[src/rtl/ff_array_flush_scanner.sv]
// Flush scanner: walks the dirty-bit array, writes back and clears each dirty set, then pulses flush_done.
// Latency: 1 cycle per clean set, 2 + ack-wait cycles per dirty set, plus 1 DONE cycle.
// Backpressure: holds wb_req and wb_set stable until wb_ack; no timeout, and flush_req is ignored while busy.
module ff_array_flush_scanner #(
    parameter int s_index = 4
) (
    input  logic               clk0,
    input  logic               rst0_n,
    input  logic               flush_req,
    output logic               busy,
    output logic               flush_done,
    output logic               arr_csb0,
    output logic               arr_web0,
    output logic [s_index-1:0] arr_addr0,
    output logic               arr_din0,
    input  logic               arr_dout0,
    output logic               wb_req,
    output logic [s_index-1:0] wb_set,
    input  logic               wb_ack
);

    typedef enum logic [2:0] {
        ST_IDLE,
        ST_SCAN,
        ST_WB,
        ST_CLEAR,
        ST_DONE
    } state_t;

    localparam logic [s_index-1:0] LAST_IDX = {s_index{1'b1}};

    state_t             state_q, state_d;
    logic [s_index-1:0] idx_q, idx_d;

    always_ff @(posedge clk0) begin
        if (!rst0_n) begin
            state_q <= ST_IDLE;
            idx_q   <= '0;
        end else begin
            state_q <= state_d;
            idx_q   <= idx_d;
        end
    end

    always_comb begin
        state_d = state_q;
        idx_d   = idx_q;
        unique case (state_q)
            ST_IDLE: begin
                if (flush_req) begin
                    state_d = ST_SCAN;
                    idx_d   = '0;
                end
            end
            ST_SCAN: begin
                if (arr_dout0) begin
                    state_d = ST_WB;
                end else if (idx_q == LAST_IDX) begin
                    state_d = ST_DONE;
                end else begin
                    idx_d = idx_q + 1'b1;
                end
            end
            ST_WB: begin
                if (wb_ack) begin
                    state_d = ST_CLEAR;
                end
            end
            ST_CLEAR: begin
                // The last set leaves straight for DONE so idx never wraps.
                if (idx_q == LAST_IDX) begin
                    state_d = ST_DONE;
                end else begin
                    state_d = ST_SCAN;
                    idx_d   = idx_q + 1'b1;
                end
            end
            ST_DONE: begin
                state_d = ST_IDLE;
            end
            default: begin
                state_d = ST_IDLE;
                idx_d   = '0;
            end
        endcase
    end

    // Outputs depend only on state_q/idx_q; no input reaches an output combinationally.
    always_comb begin
        busy       = 1'b0;
        flush_done = 1'b0;
        arr_csb0   = 1'b1;
        arr_web0   = 1'b1;
        arr_addr0  = idx_q;
        arr_din0   = 1'b0;
        wb_req     = 1'b0;
        wb_set     = idx_q;
        unique case (state_q)
            ST_IDLE: begin
                arr_addr0 = '0;
                wb_set    = '0;
            end
            ST_SCAN: begin
                busy     = 1'b1;
                arr_csb0 = 1'b0;
            end
            ST_WB: begin
                busy   = 1'b1;
                wb_req = 1'b1;
            end
            ST_CLEAR: begin
                busy     = 1'b1;
                arr_csb0 = 1'b0;
                arr_web0 = 1'b0;
            end
            ST_DONE: begin
                flush_done = 1'b1;
            end
            default: begin
                arr_addr0 = '0;
                wb_set    = '0;
            end
        endcase
    end

endmodule
[config.mk]
export PLATFORM = sky130hd
export DESIGN_NAME = ff_array_flush_scanner
export DESIGN_NICKNAME = d
export VERILOG_FILES = /design/src/rtl/ff_array_flush_scanner.sv
export SDC_FILE = /design/constraint.sdc
export NUM_CORES = 1
export LEC_CHECK = 0
export ABC_AREA = 1
export CORE_UTILIZATION = 35
export CTS_CLUSTER_SIZE = 16
export DETAILED_ROUTE_END_ITERATION = 10
export PLACE_DENSITY = 0.69
export SYNTH_ARGS = -nofsm -noshare
export SYNTH_HDL_FRONTEND = slang
export SYNTH_SLANG_ARGS = --single-unit
[constraint.sdc]
create_clock -name clk0 -period 1.24 [get_ports clk0]
set_input_delay 0.186 -clock clk0 [delete_from_list [all_inputs] [get_ports clk0]]
set_output_delay 0.186 -clock clk0 [all_outputs]
set_load 0.05 [all_outputs]
Word level (Yosys, flattened, before mapping):

Index checks and enable logic that the tools add are counted.

* word-level logic and storage cells: 36
* register bits after elaboration: 7
* input bits: 5
* output and inout bits: 14

* multiplexer cells: 16
* $add $sub $neg: 1
* equal/unequal tests: 9
* reductions and logical operators: 7
* bitwise logic cells: 1

Operators by type and width (number)
* 2-to-1 mux 4 bit: 4
* case mux 4 bit (4 select lines): 1
* 2-to-1 mux 3 bit: 5
* case mux 3 bit (4 select lines): 1
* equality test 3 x 2 -> 1 bit (second input constant): 2
* != test 2 bit (second input constant): 3
* AND reduction 3 bit: 2
* 2-to-1 mux 1 bit: 5
* adder 4 x 1 -> 4 bit (second input constant): 1
* equality test 4 bit (second input constant): 1
* OR reduction 2 bit: 2
* OR reduction 4 bit: 1
* equality test 3 x 1 -> 1 bit (second input constant): 1
* equality test 3 bit (second input constant): 1
* zero test 3 bit: 1
* != test 3 bit (second input constant): 1
* OR reduction 3 bit: 1
* inverter 1 bit: 1

Logic depth before layout (Yosys ltp):

Gate-level depths: netlist (run 1).

* depth in word-level cells: 4
* gate-level depth with buffers: 8
* gate-level depth less buffers: 8

Least setup slack after synthesis (run 1):

No wires, ideal clock.

* kind: flip-flop to output port
* start point: register state_q[0]
* end point: output wb_set[0]
* cell stages (with the launch flop): 6
* required time: 1.054 ns
* slack: -0.443 ns
* arrival: 1.497 ns
* path buffers: 1
* path through: dfxtp_1 nand2_2 nand3_1 nand2_1 inv_1 buf_4

* word-level cells in the longest chain between the ends: 3
* elaborated cells between the ends (all ways): 6
* classes of those cells: 4 x eq/ne; 1 x mux; 1 x reduce/logical

RTL lines
* start, declared: line 32 `state_t state_q, state_d;`
* start signal, assigned: line 40 `state_q <= state_d;`
* equality test 3 bit (tied with other cells)
* OR reduction 4 bit (no source line) *
* 2-to-1 mux 4 bit *
* end, declared: line 18 `output logic [s_index-1:0] wb_set,`

Mark *: on every way between the ends. The rest lies on a longest branch, timed or not.

Worst setup path in the final report (run 1):

* start point: register state_q[0]
* end point: output wb_set[2]

* word-level cells in the longest chain between the ends: 3
* elaborated cells between the ends (all ways): 6
* classes of those cells: 4 x eq/ne; 1 x mux; 1 x reduce/logical

RTL lines
* equality test 3 bit (tied with other cells): line 98 `unique case (state_q)`
* OR reduction 4 bit (no source line) *
* 2-to-1 mux 4 bit *: line 98

Marks and branches as above.

==> results.tsv, run 1 <==
metric	value	unit
status	finished with violations	
violations	negative setup slack	
min_to	idx_q[1]	
min_period	1.50	ns
gp_congestion	0.907	
hpwl	1000	um
r2r-end	idx_q[0]	
mostFrequentLayoutCells	buf_12, buf_4, nor2_1	
r2r_start	state_q[0]	
yosys_warnings	0	
overflow	0	
finalSetupViolations	16	
wire_per_inst	10.2	um
clk_latency	0.25	ns
drv_cap	0	
final_net_count	122	
worstPathMaxFanout	5	
post-route-drc-count	0	
die_w	41.3	um
min_delay_path_depth	3	
n_antenna_cell	0	
hp-start	idx_q[1]	
dp.cells	121	
reg2reg_depth	10	
path_clk_slew	0.05	ns
dieHeight	41.3	um
coreArea	0.00137	mm2
seq_area_frac_synth	25.9	%
worstSetupStartpointType	flip-flop	
syn-num-nets	92	
cp.arrival	1.31	ns
synth_cells	86	
dr.first_iter.drc_count	17	
ys_ff_latch	7	
ant_nets	0	
antenna_found_initial	0	
period_share	121	%
via_count	598	
vdd_drop_max	1.04	mV
p_leak	0.471	nW
final_cell_area	0.00106	mm2
clock.fmax	668	MHz
io-pin-count	19	
fillers	106	
critical_path_class	reg -> out	
critical_path_required	1.05	ns
place_ws	-0.115	ns
hold_viol_final	0	
fin_skew	0.00254	ns
wl	1330	um
clock_path_buffers	2	
reg2reg_slack	-0.08	ns
final_cell_count_no_fill	130	
p_per_area	1140	mW/mm2
hold_class	reg -> reg	
rsz0062_at_grt	true	
die_area	0.00171	mm2
dpl_cell_area	950	um2
syn_area	542	um2
cts_buffers	3	
p_total	1.20	mW
slew_violations	0	
holdWs	0.585	ns
netlist-cell-type-count	21	
grt_pass1_vias	507	
cts.sinks	7	
cts_tree	built	
final.setup.tns	-2.65	ns
viasPerCell	4.60	
htree_levels	1	
grtUsageTotal	17.2	%
drive_above_1_share	57.4	%
syn_to_final_growth	95.4	%
grt_pass1_wl	1940	um
rows	13	
grt_max_degree	7	
cp-end-kind	output port	
io_buffers	17	
fin_util	77.5	%
first_pass_iters	4	
final_common_cell	buf_12	
start_util	39.7	%
syn_area_per_cell	6.30	um2
fin_ws	-0.257	ns
cts_root_buffer	clkbuf_4	
-- kinds of logic after synthesis --
kind of cell               after synthesis  synth area share [%]
buffers and inverters                   19                  16.6
xor gates and xnor gates                 2                  3.23
DFF                                      7                  25.9
and+or+nand+nor                         53                  47.8
adders and majority gates                1                  2.31
AOI/OAI and AO/OA                        3                  3.46
other                                    1                 0.692
-- synth_stat cells, drive strengths merged --
| master | count | area (um2) |
|---|---|---|
| a21boi | 1 | 7.51 |
| a21oi | 1 | 5.00 |
| a31oi | 1 | 6.26 |
| buf | 5 | 37.5 |
| conb | 1 | 3.75 |
| dfxtp | 7 | 140 |
| ha | 1 | 12.5 |
| inv | 14 | 52.6 |
| nand2 | 19 | 86.3 |
| nand3 | 9 | 50.1 |
| nor2 | 23 | 111 |
| nor3 | 1 | 5.00 |
| or2 | 1 | 6.26 |
| xnor2 | 1 | 8.76 |
| xor2 | 1 | 8.76 |
-- critical path, stage by stage, from the launching register on --
cell,delay (ns)
dfxtp_4,0.41
inv_2,0.07
nand3_4,0.08
nand3_4,0.12
nand2_2,0.10
clkinvlp_4,0.12
buf_12,0.17
-- worst max path at each step --
stage                     slack (ns)        from  depth (start not counted)         to
after detailed placement       -0.12   arr_dout0                          8   idx_q[0]
after floorplan                -0.18  state_q[2]                          6  wb_set[1]
after CTS                      -0.25  state_q[0]                          6  wb_set[2]
final                          -0.26  state_q[0]                          6  wb_set[2]
after global placement          -0.1   arr_dout0                          8   idx_q[1]
after global routing           -0.31  state_q[2]                          6  wb_set[2]
-- final cells by class --
| cell class | count | area, um2 | share of cell area, % |
|---|---|---|---|
| clock buffers | 4 | 26.3 | 2.48 |
| inverters | 14 | 77.6 | 7.33 |
| repair buffers | 30 | 402 | 37.9 |
| well taps | 15 | 18.8 | 1.77 |
| multi-input cells | 60 | 385 | 36.4 |
| flip-flops and latches | 7 | 149 | 14.1 |
-- layer usage --
layer	GRT usage, %	share of wire [%]
met1	22.1	45
met2	29.3	49
met3	1.60	3.1
met4	7.26	2.9
met5	0	0
-- report_power, final --
group	switching, mW	total (mW)	internal [mW]
logic	0.394	0.706	0.312
clock network	0.0870	0.210	0.123
registers	0.0333	0.289	0.255
-- registers in the layout (all words and copies together), names as in the netlist --
register and count:
state_q 3, idx_q 4
-- timing repair --
action	CTS	global route
resized for setup	4	11
hold endpoints to repair	0	0
hold buffers	0	0
pin swaps	5	0
endpoints found under the setup margin	15	18
buffers inserted	2	3
(Power assumes the default switching activity.)
==> run 2: changes to the inputs <==
--- a/config.mk
+++ b/config.mk
@@ -10,6 +10,7 @@
 export CTS_CLUSTER_SIZE = 16
 export DETAILED_ROUTE_END_ITERATION = 10
 export PLACE_DENSITY = 0.69
+export SKIP_LAST_GASP = 1
 export SYNTH_ARGS = -nofsm -noshare
 export SYNTH_HDL_FRONTEND = slang
 export SYNTH_SLANG_ARGS = --single-unit
==> results.tsv, run 2 (same netlist as run 1, synthesis figures left out) <==
metric	value	unit	change
status	finished with violations		unchanged
violations	negative setup slack		unchanged
rsz0062_at_grt	true		unchanged
overflow	0		unchanged
clock.fmax	670	MHz	was 668 MHz
worstPathMaxFanout	5		unchanged
cts_buffers	3		unchanged
dieHeight	41.3	um	unchanged
start_util	39.7	%	unchanged
clk_latency	0.25	ns	about the same
min_period	1.49	ns	was 1.50 ns
clock_path_buffers	2		unchanged
fillers	107		was 106
internal_power	0.690	mW	was 0.691 mW
cts_tree	built		unchanged
io-pin-count	19		unchanged
worstSetupStartpointType	flip-flop		unchanged
cts.sinks	7		unchanged
final_cell_area	0.00106	mm2	about the same
use_met3	1.60	%	unchanged
hold_class	reg -> reg		unchanged
antenna_found_initial	0		unchanged
cts_root_buffer	clkbuf_4		unchanged
p_clk_share	17.4	%	about the same
coreArea	0.00137	mm2	unchanged
critical_path_class	reg -> out		unchanged
viasPerCell	4.61		was 4.60
fin_skew	0.00437	ns	was 0.00254 ns
htree_levels	1		unchanged
grt_pass1_wl	1940	um	unchanged
combPwrFrac	58.7	%	was 58.6%
wl	1340	um	was 1330 um
final_net_count	122		unchanged
path_clk_slew	0.05	ns	about the same
period_share	120	%	was 121%
critical_path_required	1.05	ns	about the same
grt_use_met2	29.3	%	unchanged
cts_hold_buf	0		unchanged
slew_violations	0		unchanged
first_pass_iters	4		unchanged
fin_ws	-0.252	ns	was -0.257 ns
post-route-drc-count	0		unchanged
rows	13		unchanged
gp_congestion	0.907		unchanged
grt_pass1_vias	507		unchanged
wire_per_inst	10.3	um	was 10.2 um
ant_nets	0		unchanged
p_leak	0.471	nW	about the same
pwr-share-seq	24.0	%	about the same
die_area	0.00171	mm2	unchanged
finalSetupViolations	17		was 16
grt_use_met1	22.1	%	unchanged
final_common_cell	buf_12		unchanged
io_buffers	17		unchanged
switching_share	42.6	%	was 42.7%
grt_busiest_layer	met2		unchanged
hold_viol_final	0		unchanged
multi_input_area	383	um2	was 385 um2
grt_max_degree	7		unchanged
dpl_cell_area	950	um2	unchanged
p_sw	0.513	mW	was 0.514 mW
p_per_area	1140	mW/mm2	about the same
syn_to_final_growth	94.9	%	was 95.4%
regArea	149	um2	unchanged
dr.first_iter.drc_count	16		was 17
largest_reg_flops	4		unchanged
via_count	599		was 598
vdd_drop_max	1.03	mV	was 1.04 mV
drive_above_1_share	56.5	%	was 57.4%
cp-end-kind	output port		unchanged
largest_registers	idx_q: 4 flops, state_q: 3 flops		unchanged
n_antenna_cell	0		unchanged
hpwl	1000	um	unchanged
cp.arrival	1.31	ns	about the same
top_register	idx_q		unchanged
die_w	41.3	um	unchanged
final.setup.tns	-2.69	ns	was -2.65 ns
drv_cap	0		unchanged
mostFrequentLayoutCells	buf_12, nor2_1, buf_4		was buf_12, buf_4, nor2_1
grtUsageTotal	17.2	%	unchanged
-- run 2: area by class of cell --
type / count / area share, %
clock buffer: 4 / 2.49
inverter: 14 / 7.35
tap: 15 / 1.78
multi-input combinational: 60 / 36.3
sequential: 7 / 14.1
timing repair buffer: 30 / 38.0
-- run 2: worst paths after layout --
kind / from / end / slack [ns] / depth (start not counted)
setup reg to reg: state_q[2] / idx_q[0] / -0.10 / 9
hold reg to reg: idx_q[1] / idx_q[1] / 0.58 / 3
hold / removal: idx_q[1] / idx_q[1] / 0.58 / 3
setup / recovery: state_q[0] / wb_set[2] / -0.25 / 6
-- run 2: layer usage --
layer	share of wire [%]	wire, um
met5	0	0
met4	2.9	39
met3	3.3	44
met2	49	658
met1	45	596
-- run 2: worst max-delay path: stages, from the launching register on --
cell and delay [ns]:
dfxtp_4 0.41, inv_2 0.07, nand3_4 0.08, nand3_4 0.12, nand2_2 0.10, clkinvlp_4 0.12
buf_12 0.17
-- run 2: stage by stage --
stage | power [mW] | util (%) | instances | worst slack [ns] | hold slack (ns)
finish | 1.20 | 77.3 | 130 | -0.252 | 0.585
detailed placement | 0.940 | 69.5 | 121 | -0.115 | 0.578
floorplan | 0.713 | - | 86 | -0.183 | 0.299
global route | 1.27 | 77.3 | 130 | -0.306 | 0.620
global placement | 0.932 | 69.5 | 121 | -0.0974 | 0.569
CTS | 1.18 | 73.5 | 127 | -0.249 | 0.591
-- run 2: power by group through the flow --
stage	clock network, mW	registers, mW	logic (mW)
6_report	0.209	0.288	0.706
4_1_cts	0.217	0.287	0.672
2_1_floorplan	0	0.298	0.415
3_3_place_gp	0	0.290	0.642
3_5_place_dp	0	0.293	0.648
5_1_grt	0.225	0.292	0.752
-- run 2: what timing repair did --
| action | CTS | global route |
|---|---|---|
| resized for setup | 4 | 10 |
| pin swaps | 5 | 0 |
| setup endpoints to repair | 15 | 18 |
| buffers inserted | 2 | 3 |
| gates cloned | 0 | 0 |
==> run 3: changes to the inputs <==
--- a/config.mk
+++ b/config.mk
@@ -6,10 +6,13 @@
 export NUM_CORES = 1
 export LEC_CHECK = 0
 export ABC_AREA = 1
-export CORE_UTILIZATION = 35
+export CELL_PAD_IN_SITES_DETAIL_PLACEMENT = 1
+export CELL_PAD_IN_SITES_GLOBAL_PLACEMENT = 2
+export CORE_ASPECT_RATIO = 1.25
+export CORE_UTILIZATION = 19
 export CTS_CLUSTER_SIZE = 16
 export DETAILED_ROUTE_END_ITERATION = 10
-export PLACE_DENSITY = 0.69
+export PLACE_DENSITY = 0.73
 export SKIP_LAST_GASP = 1
 export SYNTH_ARGS = -nofsm -noshare
 export SYNTH_HDL_FRONTEND = slang
==> results.tsv, run 3 (same netlist as run 1, synthesis figures left out) <==
metric	value	unit	change
critical_path_required	1.05	ns	about the same
cp-end-kind	output port		unchanged
fin_ws	-0.278	ns	was -0.252 ns
largest_registers	idx_q: 4 flops, state_q: 3 flops		unchanged
cts_tree	built		unchanged
top_register	idx_q		unchanged
die_w	49.8	um	was 41.3 um
clk_latency	0.26	ns	was 0.25 ns
min_to	idx_q[3]		was idx_q[1]
dieHeight	61.7	um	was 41.3 um
reg2reg_depth	10		was 9
critical_path_class	reg -> out		unchanged
first_pass_iters	4		unchanged
dr.first_iter.drc_count	8		was 16
coreArea	0.00271	mm2	was 0.00137 mm2
drv_cap	0		unchanged
drive_above_1_share	65.4	%	was 56.5%
grt_pass1_wl	3310	um	was 1940 um
cts_hold_buf	0		unchanged
grtUsageTotal	14.7	%	was 17.2%
rows	21		was 13
cts_root_buffer	clkbuf_4		unchanged
gp_congestion	0.746		was 0.907
slew_violations	0		unchanged
min_delay_path_depth	3		unchanged
n_antenna_cell	0		unchanged
clock.fmax	659	MHz	was 670 MHz
finalSetupViolations	19		was 17
die_area	0.00307	mm2	was 0.00171 mm2
mostFrequentLayoutCells	buf_4, buf_12, nor2_1, nor2_4, nand2_1		was buf_12, nor2_1, buf_4
fin_skew	0.00998	ns	was 0.00437 ns
worstPathMaxFanout	4		was 5
grt_max_degree	6		was 7
hpwl	1440	um	was 1000 um
cts_buffers	3		unchanged
cts.sinks	7		unchanged
overflow	0		unchanged
worstSetupStartpointType	flip-flop		unchanged
dpl_cell_area	0.00101	mm2	was 950 um2
io-pin-count	19		unchanged
hold_viol_final	0		unchanged
htree_levels	1		unchanged
final.setup.tns	-3.32	ns	was -2.69 ns
min_period	1.52	ns	was 1.49 ns
vdd_drop_max	0.532	mV	was 1.03 mV
r2r_start	state_q[2]		unchanged
clock_path_buffers	2		unchanged
fin_util	46.9	%	was 77.3%
rsz0062_at_grt	true		unchanged
syn_to_final_growth	134	%	was 94.9%
hold_class	in -> reg		was reg -> reg
r2r-end	idx_q[3]		was idx_q[0]
io_buffers	17		unchanged
final_common_cell	buf_4		was buf_12
p_leak	0.549	nW	was 0.471 nW
antenna_found_initial	0		unchanged
hp-start	rst0_n		was idx_q[1]
violations	negative setup slack		unchanged
final_cell_area	0.00127	mm2	was 0.00106 mm2
p_total	1.39	mW	was 1.20 mW
largest_reg_flops	4		unchanged
status	finished with violations		unchanged
p_per_area	1100	mW/mm2	was 1140 mW/mm2
final_net_count	134		was 122
period_share	122	%	was 120%
wl	2050	um	was 1340 um
cp.arrival	1.33	ns	was 1.31 ns
path_clk_slew	0.05	ns	about the same
post-route-drc-count	0		unchanged
wire_per_inst	12.7	um	was 10.3 um
grt_pass1_vias	743		was 507
via_count	677		was 599
reg2reg_slack	-0.08	ns	was -0.10 ns
viasPerCell	4.20		was 4.61
ant_nets	0		unchanged
start_util	20.0	%	was 39.7%
## run 3: cell count changes in the layout (fill, tap and decap cells not counted), moves of 2 or more
cell	before	now
buf_4	12	18
buf_6	1	6
nand3_1	7	5
nor2_1	12	9
nor2_2	9	5
nor2_4	2	9
## run 3: critical path, stage by stage, from the launching register on
cell and delay, ns:
dfxtp_4 0.37, buf_12 0.13, nand2_8 0.06, nand3_4 0.11, nand2_2 0.10, clkinvlp_4 0.13, buf_12 0.17
## run 3: per-layer routing
metal / GRT usage (%) / vias to the layer above / part of all wire, %
li1: - / 341 / -
met1: 12.6 / 312 / 34
met2: 32.6 / 20 / 60
met3: 2.19 / 4 / 3.2
met4: 7.35 / 0 / 2.6
met5: 0 / - / 0
## run 3: timing repair
| action | CTS | global route |
|---|---|---|
| endpoints found under the setup margin | 17 | 20 |
| pin swaps | 8 | 8 |
| setup buffers | 10 | 3 |
| resized for setup | 25 | 12 |
## run 3: stage by stage
step | std cells | hold WS, ns | setup slack, ns
3_3_place_gp | 145 | 0.569 | -0.109
4_1_cts | 159 | 0.592 | -0.285
6_report | 161 | 0.588 | -0.278
5_1_grt | 161 | 0.627 | -0.328
2_1_floorplan | 86 | 0.299 | -0.183
3_5_place_dp | 145 | 0.592 | -0.151
## run 3: area by class of cell
class                   instances  area [um2]
fillers                       307        1440
repair buffers                 42         523
multi-input cells              60         445
flip-flops and latches          7         151
inverters                      14        80.1
well taps                      34        42.5
clock buffers                   4        26.3
## run 3: power by group
group / leakage [nW] / internal, mW / switching (mW) / total [mW]
clock: 0.0150 / 0.124 / 0.0970 / 0.220
combinational: 0.474 / 0.418 / 0.464 / 0.882
sequential: 0.0595 / 0.255 / 0.0349 / 0.289
## run 3: worst max path at each step
stage / start / end / slack [ns] / cells after the start
finish: state_q[0] / wb_set[2] / -0.28 / 6
global route: state_q[2] / wb_set[2] / -0.33 / 6
detailed placement: flush_req / idx_q[3] / -0.15 / 8
floorplan: state_q[2] / wb_set[1] / -0.18 / 6
CTS: state_q[0] / wb_set[2] / -0.29 / 6
global placement: arr_dout0 / idx_q[0] / -0.11 / 8
